`config.mk`:
```
export PLATFORM = sky130hd
export DESIGN_NAME = mfp_ahb_arbiter
export DESIGN_NICKNAME = d
export VERILOG_FILES = /design/src/rtl/mfp_ahb_arbiter.sv
export SDC_FILE = /design/constraint.sdc
export NUM_CORES = 1
export LEC_CHECK = 0
export CORE_AREA = 2 2 93 95
export DETAILED_ROUTE_END_ITERATION = 12
export DIE_AREA = 0 0 95 97
export PLACE_DENSITY_LB_ADDON = 0.1
export SLEW_MARGIN = 10
export SYNTH_ARGS = -nofsm -noshare
export SYNTH_HDL_FRONTEND = slang
export SYNTH_SLANG_ARGS = --single-unit
```
`constraint.sdc`:
```
create_clock -name HCLK -period 2.4 [get_ports HCLK]
set_input_delay 0.48 -clock HCLK [delete_from_list [all_inputs] [get_ports HCLK]]
set_output_delay 0.48 -clock HCLK [all_outputs]
set_load 0.02 [all_outputs]
```
`src/rtl/mfp_ahb_arbiter.sv`:
```
// Two-master AHB arbiter: M0 is the default master, M1 gets starvation promotion.
// Burst and lock aware, with address-phase and data-phase ownership tracking.
module mfp_ahb_arbiter #(
    parameter int STARVE_LIMIT = 16
) (
    input  logic        HCLK,
    input  logic        HRESET,
    input  logic        M0_HBUSREQ,
    input  logic        M1_HBUSREQ,
    input  logic        M0_HLOCK,
    input  logic        M1_HLOCK,
    input  logic [31:0] M0_HADDR,
    input  logic [31:0] M1_HADDR,
    input  logic [1:0]  M0_HTRANS,
    input  logic [1:0]  M1_HTRANS,
    input  logic        M0_HWRITE,
    input  logic        M1_HWRITE,
    input  logic [2:0]  M0_HSIZE,
    input  logic [2:0]  M1_HSIZE,
    input  logic [2:0]  M0_HBURST,
    input  logic [2:0]  M1_HBURST,
    input  logic [3:0]  M0_HPROT,
    input  logic [3:0]  M1_HPROT,
    input  logic [31:0] M0_HWDATA,
    input  logic [31:0] M1_HWDATA,
    input  logic        HREADY,
    output logic        HGRANT0,
    output logic        HGRANT1,
    output logic        HMASTER,
    output logic        HMASTER_D,
    output logic [31:0] HADDR,
    output logic [1:0]  HTRANS,
    output logic        HWRITE,
    output logic [2:0]  HSIZE,
    output logic [2:0]  HBURST,
    output logic [3:0]  HPROT,
    output logic        HMASTLOCK,
    output logic [31:0] HWDATA
);

    localparam int CNT_W = $clog2(STARVE_LIMIT + 1);

    localparam logic [1:0] TRANS_IDLE   = 2'b00;
    localparam logic [1:0] TRANS_NONSEQ = 2'b10;
    localparam logic [2:0] BURST_SINGLE = 3'b000;

    typedef enum logic {
        GNT_M0 = 1'b0,
        GNT_M1 = 1'b1
    } state_t;

    state_t           state;
    state_t           state_next;
    logic [CNT_W-1:0] starve_cnt;
    logic             promote;
    logic             arb_point;

    // Address-phase signals follow the address owner, write data the data-phase owner.
    assign HADDR     = HMASTER   ? M1_HADDR  : M0_HADDR;
    assign HTRANS    = HMASTER   ? M1_HTRANS : M0_HTRANS;
    assign HWRITE    = HMASTER   ? M1_HWRITE : M0_HWRITE;
    assign HSIZE     = HMASTER   ? M1_HSIZE  : M0_HSIZE;
    assign HBURST    = HMASTER   ? M1_HBURST : M0_HBURST;
    assign HPROT     = HMASTER   ? M1_HPROT  : M0_HPROT;
    assign HMASTLOCK = HMASTER   ? M1_HLOCK  : M0_HLOCK;
    assign HWDATA    = HMASTER_D ? M1_HWDATA : M0_HWDATA;

    assign HGRANT0 = (state == GNT_M0);
    assign HGRANT1 = (state == GNT_M1);

    assign promote = (starve_cnt == CNT_W'(STARVE_LIMIT));

    // SEQ/BUSY or a multi-beat NONSEQ keep the bus so a burst is never split.
    assign arb_point = HREADY && !HMASTLOCK &&
                       ((HTRANS == TRANS_IDLE) ||
                        ((HTRANS == TRANS_NONSEQ) && (HBURST == BURST_SINGLE)));

    always_comb begin
        state_next = state;
        if (arb_point) begin
            if (M1_HBUSREQ && (!M0_HBUSREQ || promote))
                state_next = GNT_M1;
            else
                state_next = GNT_M0;
        end
    end

    // NOTE: non-blocking assignments here so every register samples pre-edge values;
    // HMASTER_D must capture the old HMASTER, not the one loaded on this same edge.
    always_ff @(posedge HCLK) begin
        if (HRESET) begin
            state      <= GNT_M0;
            HMASTER    <= 1'b0;
            HMASTER_D  <= 1'b0;
            starve_cnt <= '0;
        end else begin
            state <= state_next;
            if (HREADY) begin
                HMASTER   <= (state == GNT_M1);
                HMASTER_D <= HMASTER;
            end
            // Counts through wait states too; saturates until M1 is granted.
            if (HGRANT1 || !M1_HBUSREQ)
                starve_cnt <= '0;
            else if (!promote)
                starve_cnt <= starve_cnt + 1'b1;
        end
    end

endmodule
```
==> flow_summary.yaml <==
worst_setup_path:
  r2r-start: "HMASTER"
  reg2reg_depth: 6
  reg2reg_slack_ns: 0.79
  critical_path.endpoint_type: "output port"
  cp.required_ns: 1.92
  cp.arrival_ns: 1.80
  path_max_fanout: 22
  reg2reg_to: "HGRANT1"
  cp-start-kind: "register"
  path_class: "reg2out"
clocking:
  cts_resized: 0
  cts_sinks: 8
  cts_tree: "built"
  clock_latency_ns: 0.23
  post-cts-setup-buffers: 0
  h-tree-depth: 1
  clk_pin_slew_worst_paths_ns: 0.04
  cts-buffers-inserted: 3
  hold_buffers: 0
  cts-root-buf: "clkbuf_8"
  cts_buffer_depth: 2
logic_synthesis:
  yosysUniqueCellTypes: 20
  synth.top_cells.by_area: "mux2_2, dfxtp_1, mux2i_1"
  synth.largest_area_cell: "mux2_2"
  ys_top_cells_by_count: "mux2_2, dfxtp_1, inv_1, nor2_1, mux2i_1"
  async_flop_share_pct: 0
  synth-seq-cells: 8
  syn_area_per_cell_um2: 9.92
  syn-num-nets: 296
  synth.most_common_cell: "mux2_2"
  synth-main-ff-cell: "dfxtp_1"
  synth_area_mm2: 0.00132
  synth_top_area_share_pct: 64.0
  synth_cells: 133
  synth_edf_count: 0
  yosys_warnings: 0
  ys_seq_area_share_pct: 12.1
sta:
  skew_ns: 0.00512
  rsz0062_at_grt: "false"
  fin_crit_ns: 2.28
  slew_headroom_pct: 78.0
  final_max_slew_viol_count: 0
  finalSetupViolCount: 0
  post-route-period-util_pct: 95.1
  hold_viol: 0
  worstMarginPinSlew_ns: 0.328
  fmax_mhz: 438
  timing.hold.ws_ns: 0.507
  fin_tns_setup_ns: 0
power:
  power_frac_clock_pct: 17.8
  internal-power_mw: 0.642
  powerDensity_mw_per_mm2: 225
  max-vdd-ir-drop_uv: 156
  p_seq_share_pct: 15.6
  leakagePower_nw: 1.42
  netSwitchingPower_mw: 0.240
  finalPower_mw: 0.882
  swShare_pct: 27.2
  p_comb_share_pct: 66.6
detailed_routing:
  firstDrtPassIters: 2
  num_vias: 1998
  wl_per_cell_um: 16.7
  drc: 0
  routed_wl_mm: 7.99
  drtIter0Drc: 15
  via_per_inst: 4.18
  ant_nets: 0
hold_path:
  whs_endpoint: "starve_cnt[4]"
  hold-path-cell-count: 2
  hold_class: "reg2reg"
  min_from: "starve_cnt[4]"
floorplanning:
  dieWidth_um: 95
  initial_utilization_pct: 16.2
  rows: 33
  io-pin-count: 243
  coreArea_mm2: 0.00813
  fp.dieArea_mm2: 0.00922
  die_h_um: 97
layout:
  area_delta_synth_final_pct: 197
  fill_cells: 792
  fin_nets: 537
  final_area_mm2: 0.00392
  drive_above_1_share_pct: 22.8
  final_util_pct: 48.1
grt:
  grt_max_degree: 35
  antenna_found_initial: 1
  grt_usage_pct: 16.0
  use_met2_pct: 31.3
  use_met1_pct: 15.9
  gr-total-overflow: 0
  grt_pass1_vias: 2129
  grt_most_used_layer: "met2"
  use_met3_pct: 5.37
  grt_pass1_wl_mm: 11.3
placed_design:
  hpwlAfterDp_mm: 7.11
  gp_congestion: 0.764
  portBuffers: 242
  dpl_cell_area_mm2: 0.00387
outcome:
  status: "finished clean"
flow_run:
  max-cap-violations: 0
==> layout by cell type, fill, tap and decap left out, types with 3 or more instances in the layout <==
cell type	instances
clkbuf_8	3
dfxtp_1	7
mux2i_1	6
nor2_1	7
inv_1	8
clkdlybuf4s50_1	242
mux2_2	75
nand3_1	4
==> logic make-up after synthesis <==
| group | count (synthesis) | share of synthesized area [%] |
|---|---|---|
| compound gates | 3 | 1.14 |
| xor+xnor | 4 | 2.66 |
| fa+ha+maj | 2 | 1.90 |
| buf+inv | 18 | 6.64 |
| flops | 8 | 12.1 |
| mux | 81 | 68.6 |
| simple gates | 17 | 6.93 |
==> power by group through the flow <==
stage	Combinational (mW)	Clock, mW	Sequential (mW)
final	0.587	0.157	0.138
after CTS	0.594	0.164	0.138
after detailed placement	0.591	0	0.140
after global routing	0.623	0.169	0.137
after floorplan	0.180	0	0.140
after global placement	0.588	0	0.140
==> metrics by stage <==
stage          setup slack, ns  cells
2_1_floorplan            0.485    133
3_3_place_gp             0.158    474
3_5_place_dp             0.147    474
4_1_cts                 0.0968    477
5_1_grt                 0.0556    478
6_report                 0.117    478
==> sequential cells by signal, indices dropped and copies added, names as in the netlist <==
register	flops
HMASTER	1
HGRANT1	1
HMASTER_D	1
starve_cnt	5
==> worst max-delay path, cell delays in order, from the launching register on <==
cell and delay (ns):
dfxtp_2 0.34, buf_4 0.29, mux2_2 0.38, clkdlybuf4s50_1 0.57
==> layout make-up <==
class / instances / area [µm²] / area share [%]
antenna: 1 / 2.50 / 0.0639
sequential: 8 / 161 / 4.12
multi-input combinational: 107 / 1070 / 27.4
inverter: 8 / 30.0 / 0.767
timing repair buffer: 246 / 2480 / 63.3
clock buffer: 3 / 41.3 / 1.05
tap: 105 / 131 / 3.36
==> metal layers <==
| metal | up-vias | routed length (µm) |
|---|---|---|
| li1 | 963 | - |
| met2 | 147 | 4180 |
| met1 | 880 | 2690 |
| met4 | 0 | 100 |
| met5 | - | 0 |
| met3 | 8 | 1020 |
==> how the worst max path moves through the flow <==
stage	start	slack (ns)	endpoint	depth (start not counted)
6_report	HMASTER	0.12	HADDR[7]	3
5_1_grt	HMASTER	0.06	HADDR[7]	3
4_1_cts	HMASTER	0.1	HADDR[7]	3
3_5_place_dp	M0_HWDATA[13]	0.15	HWDATA[13]	3
3_3_place_gp	M0_HWDATA[13]	0.16	HWDATA[13]	3
2_1_floorplan	HMASTER_D	0.48	HWDATA[10]	3
(Power assumes the default switching activity.)
==> variant 1, RTL diff (same settings) <==
Make the reset (`HRESET`) asynchronous in one clocked block.
--- a/src/rtl/mfp_ahb_arbiter.sv
+++ b/src/rtl/mfp_ahb_arbiter.sv
@@ -89,3 +89,3 @@
     // HMASTER_D must capture the old HMASTER, not the one loaded on this same edge.
-    always_ff @(posedge HCLK) begin
+    always_ff @(posedge HCLK or posedge HRESET) begin
         if (HRESET) begin
Formal check against the unedited RTL: differs if HRESET is asserted again (counterexample within 4 cycles, from zero or initial values and one cycle with HRESET high); with HRESET held inactive, the same outputs for 10 cycles.
==> variant 1 against the unedited design <==
Area after synthesis grew 3.8%. Sequential share of layout area is 0.94 points higher. Worst setup slack better by 24 ps. Sequential cell count unchanged. Cell area grew 1.5%. First-iteration DRC count rose by 53%. Routed wire length increased by 6.8%. Final cell count decreased by 0.63%.
Power is left out: it rests on default switching activity, and per cell area and clock period it moved more than threefold.
==> variant 1: results (changes against the unedited design) <==
[run_status]
outcome = completed

[sta]
fin_setup_tns_ps = 0  ; unchanged
worst_pin_slew_ps = 343  ; +15.2 ps
skew_ps = 3.36  ; -1.76 ps

[final_layout]
inverters = 5  ; -3
clkbuf_count = 4  ; +1
buffers_excl_clock = 247  ; +0.41%
clk_share_pct = 1.13  ; +0.078 points
area_growth_pct = 190
layout.nets = 534  ; -0.56%
multiInputGateArea_um2 = 1080  ; +0.93%
drive_gt1_share_pct = 24.3  ; +1.5 points
multi_input_comb_cells = 106  ; -0.93%
insertedDiodeCount = 0  ; -1
final-nonclk-buf-share_pct = 62.8  ; -0.45 points
n_fill_cell = 797  ; +0.63%
seqCellArea_um2 = 201  ; +25%

[worst_setup_path]
crit_fanout = 30  ; +36%
cp.arrival_ps = 1780  ; -20 ps

[yosys]
synth_cells = 129  ; -3.0%
synthTopCellsByCount = mux2_2 (79), dfrtp_1 (8), buf_2 (7), inv_1 (5)
async_flop_share_pct = 100  ; +100 points
synth_top_flop_cell = dfrtp_1
seq_area_frac_synth_pct = 14.6  ; +2.5 points
synth.distinct_cells = 19  ; -5.0%
synth_nets = 292  ; -1.4%
synth_area_leaders = mux2_2 (65%), dfrtp_1 (15%), buf_2 (2.6%), buf_6 (2.5%), ha_1 (1.8%)

[drt]
wl_per_cell_um = 18.0  ; +7.4%
via_per_inst = 4.08  ; -2.3%
vias = 1940  ; -2.9%
first_pass_iters = 3  ; +1
drt_iter0_drc = 23  ; +8

[global_routing]
grt_use_total_pct = 17.5  ; +1.5 points
antenna_found_initial = 0  ; -1
grt_max_degree = 31  ; -11%
grt_pass1_wl_mm = 12.4  ; +9.4%
grt_pass1_vias = 2014  ; -5.4%

[placement]
gp_congestion = 0.811  ; +6.2%
place_area_um2 = 3920  ; +1.3%
port_buffers = 242  ; unchanged
dpl_worst_slack_ps = 177  ; +29.6 ps
post-dp-hpwl_mm = 7.48  ; +5.2%
dpl.cell_count = 470  ; -0.84%

[clock_network]
cts_resized = 0  ; unchanged

[min_path]
hold_class = input pin to asynchronous set/reset pin

==> variant 1: logic make-up after synthesis <==
kind of cell / count (synthesis) / share of synthesized area [%]
mux: 81 / 66.5
buf+inv: 15 / 6.40
simple gates: 15 / 5.30
flops: 8 / 14.6
compound gates: 4 / 2.83
xor+xnor: 4 / 2.56
fa+ha+maj: 2 / 1.83
==> variant 1: worst paths after layout <==
check                      cells past startpoint       endpoint           from  slack [ps]
hold reg to reg                                2  starve_cnt[4]  starve_cnt[4]         540
max in group asynchronous                      2        HMASTER         HRESET        1650
setup / recovery                               3       HADDR[6]        HMASTER         140
setup reg to reg                               4        HGRANT1        HMASTER         950
hold / removal                                 2  starve_cnt[2]         HRESET         500
min in group HCLK                              2  starve_cnt[4]  starve_cnt[4]         540
==> variant 1: layer usage <==
metal | up-vias | GRT usage (%) | wire length [µm]
met5 | - | 0 | 0
met4 | 0 | 2.79 | 60
met3 | 6 | 2.80 | 604
met2 | 80 | 35.6 | 4860
met1 | 900 | 18.5 | 3000
li1 | 954 | - | -
==> variant 2, RTL diff (same flow settings) <==
Made on the original files. The parameter `STARVE_LIMIT` goes from 16 to 8.
--- a/src/rtl/mfp_ahb_arbiter.sv
+++ b/src/rtl/mfp_ahb_arbiter.sv
@@ -3,3 +3,3 @@
 module mfp_ahb_arbiter #(
-    parameter int STARVE_LIMIT = 16
+    parameter int STARVE_LIMIT = 8
 ) (
Formal check against the unedited RTL: not equivalent (a bounded check fails within 10 cycles, from zero or initial values and one cycle with HRESET high).
==> variant 2 against the unedited design <==
Area after synthesis fell by 1.9%. Largest cell class unchanged. Clock skew shrank 2.5 ps. Sequential cell count down 1. Total power shrank 1.0%. Register-to-register slack gained 60 ps. Cell area shrank 0.86%. Routed wire length fell by 4.4%. Worst setup slack worse by 27 ps.
==> variant 2: results (changes against the unedited design) <==
[yosys]
synth_fa_ha_area_share_pct = 1.93  ; +0.037 points
synthTopCellsByCount = mux2_2 (75), dfxtp_1 (7), buf_2 (6), nor2_1 (6)
synth.distinct_cells = 23  ; +15%
synth_nets = 292  ; -1.4%
synth_compound_area_share_pct = 3.09  ; +2.0 points
synth.avg_cell_area_um2 = 10.0  ; +1.1%
seq_area_frac_synth_pct = 10.8  ; -1.3 points
muxShareOfSynthArea_pct = 71.4  ; +2.8 points
synth_xor_area_share_pct = 1.35  ; -1.3 points
ys_ff_latch = 7  ; -1

[placement]
gp_congestion = 0.780  ; +2.1%
post-dp-hpwl_mm = 6.75  ; -5.1%
dpl.cell_count = 469  ; -1.1%
place_area_um2 = 3840  ; -0.90%

[global_routing]
antenna_found_initial = 0  ; -1
grt_use_total_pct = 15.5  ; -0.50 points
grt_pass1_wl_mm = 11.2  ; -1.2%
grt_pass1_vias = 2042  ; -4.1%
grt_max_degree = 37  ; +5.7%

[final_layout]
seqCellArea_um2 = 141  ; -12%
drive_gt1_share_pct = 23.1  ; +0.25 points
clk_share_pct = 1.16  ; +0.11 points
n_fill_cell = 789  ; -0.38%
final-nonclk-buf-share_pct = 63.6  ; +0.36 points
layout.nets = 532  ; -0.93%
multiInputGateArea_um2 = 1070  ; +0.35%
inverters = 5  ; -3
largest_reg_flops = 4  ; -1
clkbuf_count = 4  ; +1
buffers_excl_clock = 245  ; -0.41%
area_growth_pct = 200

[worst_setup_path]
crit_fanout = 36  ; +64%
cp.arrival_ps = 1830  ; +30 ps
reg2regPathDepth = 5  ; -1
crit_path_end = HPROT[0]

[min_path]
hp-start = HGRANT1

[power]
power_switching_mw = 0.239  ; -0.54%
vdd_drop_max_mv = 0.182  ; +17%

[drt]
first_pass_iters = 4  ; +2
routed_wl_mm = 7.64  ; -4.4%
wl_per_cell_um = 16.1  ; -3.4%

[sta]
finalCriticalPeriod_ps = 2310  ; +27.1 ps
skew_ps = 2.66  ; -2.46 ps

[run_status]
outcome = completed

==> variant 2: cells by family after synthesis <==
group / after synthesis
adders and majority gates: 2
muxes: 82
AOI/OAI and AO/OA: 5
xor gates and xnor gates: 2
DFF: 7
and+or+nand+nor: 16
buffers and inverters: 15
==> variant 2: power groups by stage <==
| stage | sequential, mW | clock (mW) | combinational [mW] |
|---|---|---|---|
| 2_1_floorplan | 0.123 | 0 | 0.182 |
| 3_3_place_gp | 0.123 | 0 | 0.588 |
| 3_5_place_dp | 0.123 | 0 | 0.591 |
| 4_1_cts | 0.121 | 0.171 | 0.595 |
| 5_1_grt | 0.121 | 0.179 | 0.622 |
| 6_report | 0.121 | 0.163 | 0.588 |
==> variant 2: metal layers <==
layer | up-vias | routed length, µm | GRT usage, %
met5 | - | 0 | 0
met4 | 0 | 158 | 3.34
li1 | 958 | - | -
met3 | 10 | 878 | 5.69
met2 | 124 | 4040 | 30.2
met1 | 875 | 2560 | 15.3
